$ cat config.mk
export PLATFORM = sky130hd
export DESIGN_NAME = bj_resolve_ctrl
export DESIGN_NICKNAME = d
export VERILOG_FILES = /design/src/rtl/bj_resolve_ctrl.sv
export SDC_FILE = /design/constraint.sdc
export NUM_CORES = 1
export LEC_CHECK = 0
export ABC_AREA = 1
export CAP_MARGIN = 20
export CORE_ASPECT_RATIO = 1.2
export CORE_MARGIN = 3
export CORE_UTILIZATION = 38
export CTS_CLUSTER_DIAMETER = 50
export DETAILED_ROUTE_END_ITERATION = 7
export GPL_TIMING_DRIVEN = 0
export PLACE_DENSITY = 0.91
export SLEW_MARGIN = 25
export SYNTH_ARGS = -nofsm -noshare
export SYNTH_HDL_FRONTEND = slang
export SYNTH_SLANG_ARGS = --single-unit
$ cat constraint.sdc
create_clock -name clk -period 3.4 [get_ports clk]
set_input_delay 0.68 -clock clk [delete_from_list [all_inputs] [get_ports clk]]
set_output_delay 0.68 -clock clk [all_outputs]
set_load 0.01 [all_outputs]
$ cat src/rtl/bj_resolve_ctrl.sv
// ID-stage branch resolve sequencer: counts hazard stalls, samples ben once, issues held redirect.
// Optional statistics counters are built when BJ_STATS_EN is defined.
module bj_resolve_ctrl #(
  parameter int STALL_W = 2,
  parameter int CNT_W   = 32
) (
  input  logic             clk,
  input  logic             reset,
  input  logic             id_valid,
  input  logic             id_branch,
  input  logic [4:0]       id_rs,
  input  logic [4:0]       id_rt,
  input  logic             id_uses_rt,
  input  logic [31:0]      id_target,
  input  logic             ex_wr,
  input  logic [4:0]       ex_wr_reg,
  input  logic             ex_load,
  input  logic             mem_wr,
  input  logic [4:0]       mem_wr_reg,
  input  logic             mem_load,
  input  logic             ben,
  input  logic             pipe_hold,
  input  logic             flush,
  output logic             bj_stall,
  output logic             redirect,
  output logic [31:0]      redirect_pc,
  output logic [CNT_W-1:0] stat_branch,
  output logic [CNT_W-1:0] stat_taken,
  output logic [CNT_W-1:0] stat_stall
);

  typedef enum logic [1:0] {S_IDLE, S_WAIT, S_RESOLVE} state_t;

  state_t             r_state, w_state_nxt;
  logic [STALL_W-1:0] r_cnt, w_cnt_nxt;
  logic               r_redirect;
  logic [31:0]        r_redirect_pc;
  logic               w_br, w_ex_match, w_mem_match, w_resolve, w_stall;
  logic [1:0]         w_need;

  function automatic logic f_match(input logic [4:0] r, input logic [4:0] rs,
                                   input logic [4:0] rt, input logic uses_rt);
    return (r != 5'd0) && ((r == rs) || (uses_rt && (r == rt)));
  endfunction

  assign w_br        = id_valid & id_branch & ~flush;
  assign w_ex_match  = f_match(ex_wr_reg, id_rs, id_rt, id_uses_rt);
  assign w_mem_match = f_match(mem_wr_reg, id_rs, id_rt, id_uses_rt);

  // MEM ALU results reach the comparator through forwarding, so only MEM loads stall.
  always_comb begin
    w_need = 2'd0;
    if (ex_wr && ex_load && w_ex_match)         w_need = 2'd2;
    else if (ex_wr && w_ex_match)               w_need = 2'd1;
    else if (mem_wr && mem_load && w_mem_match) w_need = 2'd1;
  end

  always_ff @(posedge clk) begin
    if (reset) begin
      r_state <= S_IDLE;
      r_cnt   <= '0;
    end else begin
      r_state <= w_state_nxt;
      r_cnt   <= w_cnt_nxt;
    end
  end

  always_comb begin
    w_state_nxt = r_state;
    w_cnt_nxt   = r_cnt;
    w_stall     = 1'b0;
    w_resolve   = 1'b0;
    if (flush) begin
      w_state_nxt = S_IDLE;
      w_cnt_nxt   = '0;
    end else begin
      case (r_state)
        S_IDLE: begin
          if (w_br && !pipe_hold) begin
            if (w_need == 2'd0) begin
              w_resolve = 1'b1;
            end else begin
              w_stall = 1'b1;
              if (w_need == 2'd1) begin
                w_state_nxt = S_RESOLVE;
              end else begin
                w_state_nxt = S_WAIT;
                w_cnt_nxt   = STALL_W'(w_need - 2'd1);
              end
            end
          end
        end
        S_WAIT: begin
          w_stall = 1'b1;
          if (!pipe_hold) begin
            w_cnt_nxt = r_cnt - STALL_W'(1);
            if (r_cnt == STALL_W'(1)) w_state_nxt = S_RESOLVE;
          end
        end
        S_RESOLVE: begin
          if (!pipe_hold) begin
            w_resolve   = 1'b1;
            w_state_nxt = S_IDLE;
          end
        end
        default: w_state_nxt = S_IDLE;
      endcase
    end
  end

  // Redirect is held across a frozen pipeline so fetch cannot miss it.
  always_ff @(posedge clk) begin
    if (reset) begin
      r_redirect    <= 1'b0;
      r_redirect_pc <= 32'd0;
    end else if (flush) begin
      r_redirect <= 1'b0;
    end else if (w_resolve && ben) begin
      r_redirect    <= 1'b1;
      r_redirect_pc <= id_target;
    end else if (!pipe_hold) begin
      r_redirect <= 1'b0;
    end
  end

  assign bj_stall    = w_stall;
  assign redirect    = r_redirect;
  assign redirect_pc = r_redirect_pc;

`ifdef BJ_STATS_EN
  logic [CNT_W-1:0] r_stat_branch, r_stat_taken, r_stat_stall;

  always_ff @(posedge clk) begin
    if (reset) begin
      r_stat_branch <= '0;
      r_stat_taken  <= '0;
      r_stat_stall  <= '0;
    end else begin
      if (w_resolve)              r_stat_branch <= r_stat_branch + CNT_W'(1);
      if (w_resolve && ben)       r_stat_taken  <= r_stat_taken + CNT_W'(1);
      if (w_stall && !pipe_hold)  r_stat_stall  <= r_stat_stall + CNT_W'(1);
    end
  end

  assign stat_branch = r_stat_branch;
  assign stat_taken  = r_stat_taken;
  assign stat_stall  = r_stat_stall;
`else
  assign stat_branch = '0;
  assign stat_taken  = '0;
  assign stat_stall  = '0;
`endif

endmodule

# Word-level counts from Yosys, hierarchy flattened
# Index checks and enable logic that the tools add are counted.
[op_classes]
n_addsub = 2
multipliers = 0
div_mod_pow = 0
magnitude_cmp = 0
eq_ne = 15
shift = 0
mux = 26
bitwise = 3
reduce_logical = 23
[op_table]
columns = ["operator", "n"]
rows = [
  ["$mux W2", 11],
  ["$eq A5 B5 Y1", 4],
  ["$ne A2 B2 Y1 const B", 6],
  ["$logic_and A1 B1 Y1", 11],
  ["$mux W1", 11],
  ["$reduce_and A5 Y1", 2],
  ["$reduce_bool A5 Y1", 2],
  ["$eq A2 B1 Y1 const B", 3],
  ["$pmux W2 S3", 1],
  ["$logic_not A2 Y1", 2],
  ["$pmux W1 S2", 2],
  ["$pmux W2 S2", 1],
  ["$sub A2 B1 Y2 const B", 2],
  ["$and A1 B1 Y1", 2],
  ["$eq A2 B2 Y1 const B", 1],
  ["$logic_or A1 B1 Y1", 2],
  ["$ne A2 B1 Y1 const B", 1],
  ["$reduce_and A2 Y1", 1],
  ["$reduce_bool A2 Y1", 1],
  ["$reduce_or A2 Y1", 1],
  ["$logic_not A1 Y1", 1],
  ["$not A1 Y1", 1],
]
[word_totals]
regBits = 37
latchBits = 0
ram_bits = 0
rom_bits = 0
output_inout_bits = 130
n_memories = 0

# Longest topological paths before layout
[depth]
word_depth = 15
mapped_depth = 15

# Worst setup path after synthesis
# Ideal clock, no wire load.
[synth_path]
path_kind = "input to output"
start = "input port id_rt[0]"
end = "output port bj_stall"
t_arrival_ns = 1.598
t_required_ns = 2.720
path_slack_ns = 1.122
stages = 10
path_buffers = 0
cell_sequence = "inv_1 nand2_1 nand2_1 nor2_1 nand3_1 nand2_1 nand2_1 nand2_2 nand2_1 a211oi_1"
[synth_between]
elab_chain_cells = 13
word_cells_on_any_way = 19
cone_classes = "eq/ne: 2; mux: 7; reduce/logical: 10"
[synth_lines]
columns = ["element", "line", "source"]
rows = [
  ["start: declaration", "12", "input logic [4:0] id_rt,"],
  ["$eq A5 B5 Y1", "43", "return (r != 5'd0) && ((r == rs) || (uses_rt && (r == rt)));"],
  ["$logic_and A1 B1 Y1", "43", ""],
  ["$logic_or A1 B1 Y1", "43", ""],
  ["$logic_and A1 B1 Y1", "43", ""],
  ["$logic_and A1 B1 Y1", "55", "else if (mem_wr && mem_load && w_mem_match) w_need = 2'd1;"],
  ["$mux W1", "55", ""],
  ["$mux W1", "54", "else if (ex_wr && w_ex_match) w_need = 2'd1;"],
  ["$mux W2 *", "53", "if (ex_wr && ex_load && w_ex_match) w_need = 2'd2;"],
  ["$logic_not A2 Y1 *", "80", "if (w_need == 2'd0) begin"],
  ["$mux W1 *", "80", ""],
  ["$mux W1 *", "79", "if (w_br && !pipe_hold) begin"],
  ["$pmux W1 S2 *", "77", "case (r_state)"],
  ["$mux W1 *", "73", "if (flush) begin"],
  ["end: declaration", "24", "output logic bj_stall,"],
]
# Mark *: on every way between the ends. The rest lies on a longest branch, timed or not.

# Final worst setup path
[layout_path]
start = "input port ex_wr_reg[4]"
end = "output port bj_stall"
[layout_between]
elab_chain_cells = 12
word_cells_on_any_way = 15
cone_classes = "eq/ne: 2; mux: 6; reduce/logical: 7"
[layout_lines]
columns = ["element", "line", "source"]
rows = [
  ["start: declaration", "16", "input logic [4:0] ex_wr_reg,"],
  ["$eq A5 B5 Y1", "43", ""],
  ["$logic_and A1 B1 Y1", "43", ""],
  ["$logic_or A1 B1 Y1", "43", ""],
  ["$logic_and A1 B1 Y1 *", "43", ""],
  ["$logic_and A1 B1 Y1", "54", ""],
  ["$mux W1", "54", ""],
  ["$mux W2 *", "53", ""],
  ["$logic_not A2 Y1 *", "80", ""],
  ["$mux W1 *", "80", ""],
  ["$mux W1 *", "79", ""],
  ["$pmux W1 S2 *", "77", ""],
  ["$mux W1 *", "73", ""],
]
# Marked as above.

==> metrics.json <==
{
  "result_of_the_run": {"value": "complete, no violations"},
  "buffer_ports.inserted": {"value": 96},
  "layout_commonest_cell": {"value": "nand2_1"},
  "cts-htree-levels": {"value": 2},
  "max-cap-violations": {"value": 0},
  "layout.cells.most_common_list": {"value": "109 x nand2_1, 96 x buf_4, 96 x conb_1"},
  "drc": {"value": 0},
  "insertedDiodeCount": {"value": 0},
  "clock-skew-final": {"value": 12.6, "unit": "ps"},
  "critical_path_required": {"value": 2720, "unit": "ps"},
  "routabilityCongestion": {"value": 0.908},
  "dpl_cell_area": {"value": 4090, "unit": "µm²"},
  "clockRootBuffer": {"value": "clkbuf_8"},
  "clockBufferDepth": {"value": 2},
  "setup_violations": {"value": 0},
  "leakagePower": {"value": 2.11, "unit": "nW"},
  "antenna_left": {"value": 0},
  "preCtsSetupSlack": {"value": -26.7, "unit": "ps"},
  "postSynthAreaPerCell": {"value": 6.71, "unit": "µm²"},
  "layout_cell_share_with_drive_strength_beyond_1": {"value": 0.198},
  "vias_per_cell": {"value": 4.13},
  "period_share": {"value": 0.932},
  "finalHoldViolCount": {"value": 0},
  "clkSlewWorstSetupHoldPaths": {"value": 80, "unit": "ps"},
  "netlist.area_leader.share": {"value": 0.278},
  "total_number_of_vias": {"value": 2820},
  "synthDominantAreaCellType": {"value": "dfxtp_1"},
  "hpwl": {"value": 6220, "unit": "µm"},
  "report.final.slew_viol_count": {"value": 0},
  "grt_util_all_layers": {"value": 0.180},
  "post_synthesis_instance_total": {"value": 398},
  "std_cell_rows": {"value": 32},
  "start_kind": {"value": "input port"},
  "number_of_buffers_inserted_to_repair_setup_after_cts": {"value": 0},
  "clock.fmax": {"value": 316, "unit": "MHz"},
  "violation_count_after_the_first_detailed_route_iteration": {"value": 80},
  "critPathArrivalTime": {"value": 2490, "unit": "ps"},
  "area_growth_syn_to_layout": {"value": 56.9, "unit": "%"},
  "finalNonFillerCells": {"value": 682},
  "first_pass_grt_wire_length": {"value": 11800, "unit": "µm"},
  "ios": {"value": 194},
  "seq_area_frac_synth": {"value": 0.278},
  "clock_sinks": {"value": 37},
  "tritoncts": {"value": "built"},
  "synth-seq-cells": {"value": 37},
  "critPathCaptureType": {"value": "output pin"},
  "die-area": {"value": 8070, "unit": "µm²"},
  "post-route-worst-setup-slack": {"value": 232, "unit": "ps"},
  "final_net_count": {"value": 661},
  "floorplan.die.width": {"value": 82.5, "unit": "µm"},
  "timing.critical_path.fanout_max": {"value": 4},
  "vdd_drop_max": {"value": 0.000166, "unit": "V"},
  "grt_antenna_before_repair": {"value": 0},
  "design_area": {"value": 4190, "unit": "µm²"},
  "post_drt_wl_per_cell": {"value": 10.8, "unit": "µm"},
  "ys_types": {"value": 23},
  "core": {"value": 6610, "unit": "µm²"},
  "die_h": {"value": 97.8, "unit": "µm"},
  "power-per-cell-area": {"value": 253, "unit": "nW/µm²"},
  "detailed_route_wl": {"value": 7390, "unit": "µm"},
  "worstSkewPairLatency": {"value": 290, "unit": "ps"},
  "yosysWarnings": {"value": 0},
  "floorplan.initialDensity": {"value": 0.404},
  "syn_area": {"value": 2670, "unit": "µm²"},
  "drtPass1Iterations": {"value": 4},
  "critical_path_class": {"value": "in2out"},
  "rsz_0062_raised_after_global_routing": {"value": "no"},
  "dpl.cell_count": {"value": 674},
  "netlist_top_cells_area": {"value": "dfxtp_1 28%, buf_4 27%, nand2_1 15%"},
  "grt_remaining_overflow": {"value": 0},
  "grt_start_max_net_pins": {"value": 13},
  "cts_buffers": {"value": 5},
  "grt_pass1_vias": {"value": 2738},
  "fin_crit": {"value": 3170, "unit": "ps"},
  "min_path_type": {"value": "reg2reg"}
}
## cell type report
cell class	instances	area [µm²]
well taps	85	106
plain buffers	109	818
clock buffers	6	82.6
fillers	565	2420
flip-flops and latches	37	741
clock inverters	2	13.8
multi-input cells	318	1360
repair buffers	96	960
inverters	29	109
## flip-flops by register name, summed over array words and instances (netlist names)
| name | cells |
|---|---|
| redirect_pc | 32 |
| r_cnt | 2 |
| r_state | 2 |
| redirect | 1 |
## cell usage after synthesis
cell type,number
nand2_1,109
buf_4,96
nand3_1,40
dfxtp_1,37
a21oi_1,34
inv_1,29
nor2_1,22
buf_6,6
clkbuf_1,4
o21ai_0,4
buf_2,3
nor3_1,2
xnor2_1,2
a211oi_1,1
a21oi_2,1
conb_1,1
ha_1,1
nand2_2,1
nand2_4,1
nor3b_2,1
o21a_1,1
o21ai_1,1
o21ai_4,1
## metal layers
layer	vias to the layer above	share of wire	GRT usage
met4	0	0.021	0.0591
li1	1451	-	-
met1	1224	0.35	0.188
met3	13	0.098	0.0397
met2	132	0.53	0.341
met5	-	0	0
## through the flow
stage               total power [mW]  hold WS (ps)  utilization  TNS (ps)
floorplan                      0.636           483            -         0
global placement               0.732           446        0.620         0
detailed placement             0.736           449        0.620     -26.7
CTS                             1.06           461        0.634         0
global route                    1.12           488        0.634         0
finish                          1.06           464        0.634         0
## cell families after synthesis
logic type,count (synthesis),share of synthesized area
flip-flops,37,0.278
AO/OA/AOI/OAI,43,0.0881
other,1,0.00141
buffers and inverters,138,0.347
XOR/XNOR,2,0.00656
adder cells (fa/ha/maj),1,0.00469
AND/OR/NAND/NOR,176,0.274
## timing repair
| action | in CTS | in global routing |
|---|---|---|
| resized for setup | 1 | 0 |
| hold buffers | 0 | 0 |
| endpoints found under the setup margin | 1 | 0 |
## worst max-delay path, stage by stage
cell	delay, ps
clkdlybuf4s50_1	520
inv_1	80
nand2_1	70
nand2_1	70
nor2_1	100
nand3_1	70
nand2_1	100
nand2_1	70
nand2_2	110
nand2_1	80
a211oi_1	210
dlygate4sd2_1	310
## power by group
part | internal [mW] | switching, mW | total [mW] | leakage (nW)
sequential | 0.436 | 0.00163 | 0.438 | 0.298
combinational | 0.163 | 0.135 | 0.298 | 1.76
clock | 0.164 | 0.159 | 0.323 | 0.0512
total | 0.763 | 0.295 | 1.06 | 2.11
## final timing paths
kind | start | end | slack (ps) | depth (start not counted)
setup / recovery | ex_wr_reg[4] | bj_stall | 230 | 12
hold / removal | redirect_pc[30] | redirect_pc[30] | 460 | 2
setup reg to reg | r_state[1] | redirect_pc[1] | 1880 | 7
hold reg to reg | redirect_pc[30] | redirect_pc[30] | 460 | 2
(Power assumes the default switching activity.)
